File: src/rtl/sl_receiver.sv
// SL two-wire line receiver: synchronizes sl0/sl1, classifies symbol excursions,
// and assembles 8/16/32-bit frames with parity, framing and timeout checks.
`timescale 1ns/1ps
module sl_receiver #(
   parameter int SYNC_STAGES = 2,
   parameter int TIMEOUT     = 255
) (
   input  logic        clk,
   input  logic        reset,
   input  logic        sl0,
   input  logic        sl1,
   input  logic [1:0]  mode,
   output logic [31:0] data,
   output logic        valid,
   output logic        parity_err,
   output logic        frame_err,
   output logic        busy
);

   typedef enum logic [1:0] {IDLE, RX, WAIT_IDLE} state_t;

   localparam logic [15:0] GAP_LIMIT = 16'(TIMEOUT - 1);

   function automatic logic [5:0] word_len(input logic [1:0] m);
      case (m)
         2'd0:    return 6'd8;
         2'd1:    return 6'd16;
         default: return 6'd32;
      endcase
   endfunction

   logic [SYNC_STAGES-1:0] sync0_p0, sync1_p0;
   logic                   l0, l1, lines_idle;
   logic                   in_exc, low0, low1;
   logic                   sym_done, sym_zero, sym_one, sym_stop;
   state_t                 state;
   logic [1:0]             mode_q;
   logic [5:0]             bitcnt, n_len;
   logic [31:0]            shreg;
   logic                   zpar, perr;
   logic [15:0]            gap;

   // Stage p0: pin synchronizers, preset high so reset release never fakes a symbol
   always_ff @(posedge clk or posedge reset) begin
      if (reset) begin
         sync0_p0 <= '1;
         sync1_p0 <= '1;
      end else begin
         sync0_p0 <= {sync0_p0[SYNC_STAGES-2:0], sl0};
         sync1_p0 <= {sync1_p0[SYNC_STAGES-2:0], sl1};
      end
   end

   assign l0         = sync0_p0[SYNC_STAGES-1];
   assign l1         = sync1_p0[SYNC_STAGES-1];
   assign lines_idle = l0 & l1;

   // Stage p1: accumulate low flags over one excursion; it completes when lines return to 11
   always_ff @(posedge clk or posedge reset) begin
      if (reset) begin
         in_exc <= 1'b0;
         low0   <= 1'b0;
         low1   <= 1'b0;
      end else if (!lines_idle) begin
         in_exc <= 1'b1;
         low0   <= low0 | ~l0;
         low1   <= low1 | ~l1;
      end else begin
         in_exc <= 1'b0;
         low0   <= 1'b0;
         low1   <= 1'b0;
      end
   end

   assign sym_done = in_exc & lines_idle;
   assign sym_zero = low0 & ~low1;
   assign sym_one  = low1 & ~low0;
   assign sym_stop = low0 & low1;
   assign n_len    = word_len(mode_q);
   assign busy     = (state != IDLE) | in_exc | ~lines_idle;

   // Stage p2: frame FSM with registered outputs
   always_ff @(posedge clk or posedge reset) begin
      if (reset) begin
         state      <= IDLE;
         mode_q     <= 2'd0;
         bitcnt     <= 6'd0;
         shreg      <= 32'd0;
         zpar       <= 1'b0;
         perr       <= 1'b0;
         gap        <= 16'd0;
         data       <= 32'd0;
         valid      <= 1'b0;
         parity_err <= 1'b0;
         frame_err  <= 1'b0;
      end else begin
         valid <= 1'b0;
         case (state)
            IDLE: begin
               if (sym_done && !sym_stop) begin
                  mode_q <= mode;
                  shreg  <= {31'd0, sym_one};
                  zpar   <= sym_zero;
                  perr   <= 1'b0;
                  bitcnt <= 6'd1;
                  gap    <= 16'd0;
                  state  <= RX;
               end
            end
            RX: begin
               if (sym_done) begin
                  gap <= 16'd0;
                  if (sym_stop && bitcnt == n_len + 6'd1) begin
                     valid <= 1'b1;
                     state <= IDLE;
                     if (mode_q == 2'd3) begin
                        data       <= 32'd0;
                        parity_err <= 1'b0;
                        frame_err  <= 1'b1;
                     end else begin
                        data       <= shreg;
                        parity_err <= perr;
                        frame_err  <= 1'b0;
                     end
                  end else if (!sym_stop && bitcnt < n_len) begin
                     shreg[bitcnt[4:0]] <= sym_one;
                     zpar               <= zpar ^ sym_zero;
                     bitcnt             <= bitcnt + 6'd1;
                  end else if (!sym_stop && bitcnt == n_len) begin
                     // odd ZERO count demands a ZERO parity symbol
                     perr   <= (sym_zero != zpar);
                     bitcnt <= bitcnt + 6'd1;
                  end else begin
                     valid      <= 1'b1;
                     data       <= 32'd0;
                     parity_err <= 1'b0;
                     frame_err  <= 1'b1;
                     state      <= IDLE;
                  end
               end else if (gap == GAP_LIMIT) begin
                  valid      <= 1'b1;
                  data       <= 32'd0;
                  parity_err <= 1'b0;
                  frame_err  <= 1'b1;
                  state      <= lines_idle ? IDLE : WAIT_IDLE;
               end else begin
                  gap <= gap + 16'd1;
               end
            end
            WAIT_IDLE: begin
               if (lines_idle) state <= IDLE;
            end
            default: state <= IDLE;
         endcase
      end
   end

endmodule

File: config.mk
export PLATFORM = sky130hd
export DESIGN_NAME = sl_receiver
export DESIGN_NICKNAME = d
export VERILOG_FILES = /design/src/rtl/sl_receiver.sv
export SDC_FILE = /design/constraint.sdc
export NUM_CORES = 1
export LEC_CHECK = 0
export ABC_CLOCK_PERIOD_IN_PS = 3500
export CAP_MARGIN = 40
export CORE_MARGIN = 2
export CORE_UTILIZATION = 52
export DETAILED_ROUTE_END_ITERATION = 12
export PLACE_DENSITY = 0.74
export SYNTH_ARGS = -nofsm -noshare
export SYNTH_HDL_FRONTEND = slang
export SYNTH_SLANG_ARGS = --single-unit
export TNS_END_PERCENT = 5
File: constraint.sdc
create_clock -name clk -period 3.5 [get_ports clk]
set_input_delay 0.875 -clock clk [delete_from_list [all_inputs] [get_ports clk]]
set_output_delay 0.875 -clock clk [all_outputs]
set_load 0.01 [all_outputs]
==> run metrics <==
Slew Viols, Final 0; worst path arrival time between 1500 and 2000 ps; Worst-path clk slew 100 ps; clock latency on the worst-skew pair 370 ps; antenna violations before repair 0; via count 3875; Pleak around 2.4 nW; Slew HR 46.4%; routed length per instance 18.7 um; CP startpoint kind register; Cell Chain, Critical Path nand2_1 -> or4_1 -> clkdlybuf4s50_1; Setup crit end kind output pin; area of the multi-input gates 2140 um^2; clk sinks 102; Post-Route Skew 10.2 ps; Crit path max-delay family flip-flops; dpl cells ~590; Max Cap Violations 0; drt pass-1 iters 5; R2R depth 7; Via density 6.35; Reg area 2560 um^2; Fmax 352 MHz; Final Setup Violations 0; slowest stage delay, CP 600 ps; warnings from Yosys 0; Least-Margin Pin Slew between 800 and 900 ps; final hold slack 357 ps; Yosys reg bits 102; die width 101 um; clk buf depth 2; Syn-to-layout area delta 14.1%; Core Region 9200 um^2; GR Util met2 36.1%; maximum VDD drop 0.302 mV; RSZ-0062 raised after global routing false; number of stages on the worst setup path 3; area of the die roughly 10000 um^2; Critical Path Fanout Max 7; grt met1 use about a third; I/O Buffers 41; status completed; cts hold-fix bufs 0; Worst Hold Class register to register; Power Density 526 nW/um^2; register area share after synthesis 52.0%; worst path bufs/invs 1; Starting Density 53.5%; number of global-route vias before repair 3722; Antenna diodes 0; synthesized area per cell 10.6 um^2; # Post-CTS Setup Buffers 0; Synth Flop Type dfrtp_1; largest net degree at the start of global routing 42; CTS tree done; NumNets Final between 500 and 600; # IOs 42; Die Ht 101 um; Cells after Synth 464; post-route ant nets 0; Num CTS Buffers 9; CTS root buf clkbuf_8; GRT overflow 0; Filler Cells Inserted 744; gr busiest metal met2; drc violations 0; final hold vios 0; total track usage 23.7%; TNS Setup 0 ps; crit path max-delay cell type dfstp_2; GPL Wtd Cong 0.845; critical path class register to output pin; synthesized net count about 480; Resized Gates After CTS 0; DPL Wire Length between 7000 and 8000 um; DRT iter0 DRCs 406; Mapped Area 4920 um^2; post-layout min period 2840 ps; EDFF count, synth 0; layout cells sized above 1 between 8 and 9%; worst path required time 2620 ps; part of the cycle the worst path needs 81.1%; final WL 11400 um; WHS Path Cells 0; asr flop ratio synth between 90% and 100%; synth unique cells 55; H-Tree Level Count 3; met3 Usage GRT 3.73%; Layout Cells excl Fill about 600; Std-Cell Rows 35; first-pass GRT wire length 19200 um
area by class of cell:
class,instances,share of cell area [%]
clock buffers,10,2.45
clock inverters,6,1.63
inverters,13,0.936
multi-input cells,317,38.1
flip-flops and latches,102,45.5
well taps,111,2.47
repair buffers,51,8.87
cells by family after synthesis:
kind of cell	synth area share, %
adders and majority gates	2.29
xor gates and xnor gates	0.178
DFF	52.0
and+or+nand+nor	13.0
buffers and inverters	4.63
AOI/OAI and AO/OA	25.4
muxes	2.52
state kept, by name, indices dropped and copies added (netlist names):
register    count
sync1_p0        2
low0            1
parity_err      1
low1            1
bitcnt          6
sync0_p0        2
in_exc          1
data           32
shreg          32
gap            16
state           2
frame_err       1
zpar            1
valid           1
perr            1
mode_q          2
path summary, 6_finish.rpt:
kind	start	endpoint	slack, ps
setup / recovery	sync0_p0[1]$_DFF_PP1_	busy	660
hold / removal	sync1_p0[0]$_DFF_PP1_	sync1_p0[1]$_DFF_PP1_	360
setup reg to reg	bitcnt[3]$_DFFE_PP0P_	data[26]$_DFFE_PP0P_	830
hold reg to reg	sync1_p0[0]$_DFF_PP1_	sync1_p0[1]$_DFF_PP1_	360
max in group asynchronous	reset	shreg[13]$_DFFE_PP0P_	1920
min in group asynchronous	reset	gap[6]$_DFFE_PP0P_	910
cell usage in the layout (no fill, tap or decap), types with 3 or more instances in the layout:
master and count:
a31oi_1 10, a21oi_1 30, inv_6 3, nor2_1 9
nor2b_1 5, mux2_2 3, o31ai_1 37, nand2_1 37
a211oi_1 5, or4_1 6, clkbuf_8 10, nand2b_1 8
dfrtp_1 98, buf_4 9, mux2i_1 9, inv_1 12
a21oi_2 3, ha_1 9, o21ai_0 34, nand3_1 14
a21boi_1 5, nor3b_1 5, and3_1 4, a22o_1 33
o21ai_1 4, nor3_1 7, dfstp_2 4, clkdlybuf4s50_1 41
nand4_1 5, and4_1 5
per-layer routing:
metal / wire (um) / part of all wire, %
met1: 5460 / 48
met2: 5300 / 46
met3: 512 / 4.5
met4: 157 / 1.4
met5: 0 / 0
power by group:
| group | total (W) | internal, W | switching, W | leakage [nW] |
|---|---|---|---|---|
| combinational | 0.000749 | 0.000240 | 0.000510 | 0.930 |
| sequential | 0.00136 | 0.00125 | 0.000102 | 1.38 |
| clock | 0.000851 | 0.000429 | 0.000421 | 0.118 |
| total | 0.00296 | 0.00192 | 0.00103 | 2.43 |
synth_stat cells (9+ instances only):
library cell / count / area [um^2]
ha_1: 9 / 113
clkbuf_1: 10 / 37.5
a31oi_1: 10 / 62.6
nor2_1: 9 / 33.8
a21oi_1: 31 / 155
mux2i_1: 9 / 90.1
buf_2: 11 / 55.1
o31ai_1: 37 / 278
o21ai_0: 34 / 170
inv_1: 13 / 48.8
nand3_1: 14 / 70.1
a22o_1: 33 / 289
nand2_1: 37 / 139
dfrtp_1: 98 / 2450
worst reg2reg max path, stage by stage, from the launching register on:
cell and delay [ps]:
dfrtp_1 620, inv_1 90, ha_1 290, and4b_1 300, nand4_1 170, a211oi_4 610
buf_4 360, a22o_1 180
stage by stage:
step | instance area (um^2) | worst slack [ps] | total power (W) | utilization [%]
after floorplan | 4920 | 1360 | 0.00193 | -
after global placement | 5380 | 982 | 0.00208 | 58.5
after detailed placement | 5390 | 862 | 0.00212 | 58.6
after CTS | 5620 | 643 | 0.00296 | 61.1
after global routing | 5620 | 584 | 0.00311 | 61.1
final | 5620 | 661 | 0.00296 | 61.1
No activity file was read; power rests on OpenSTA's default activity.
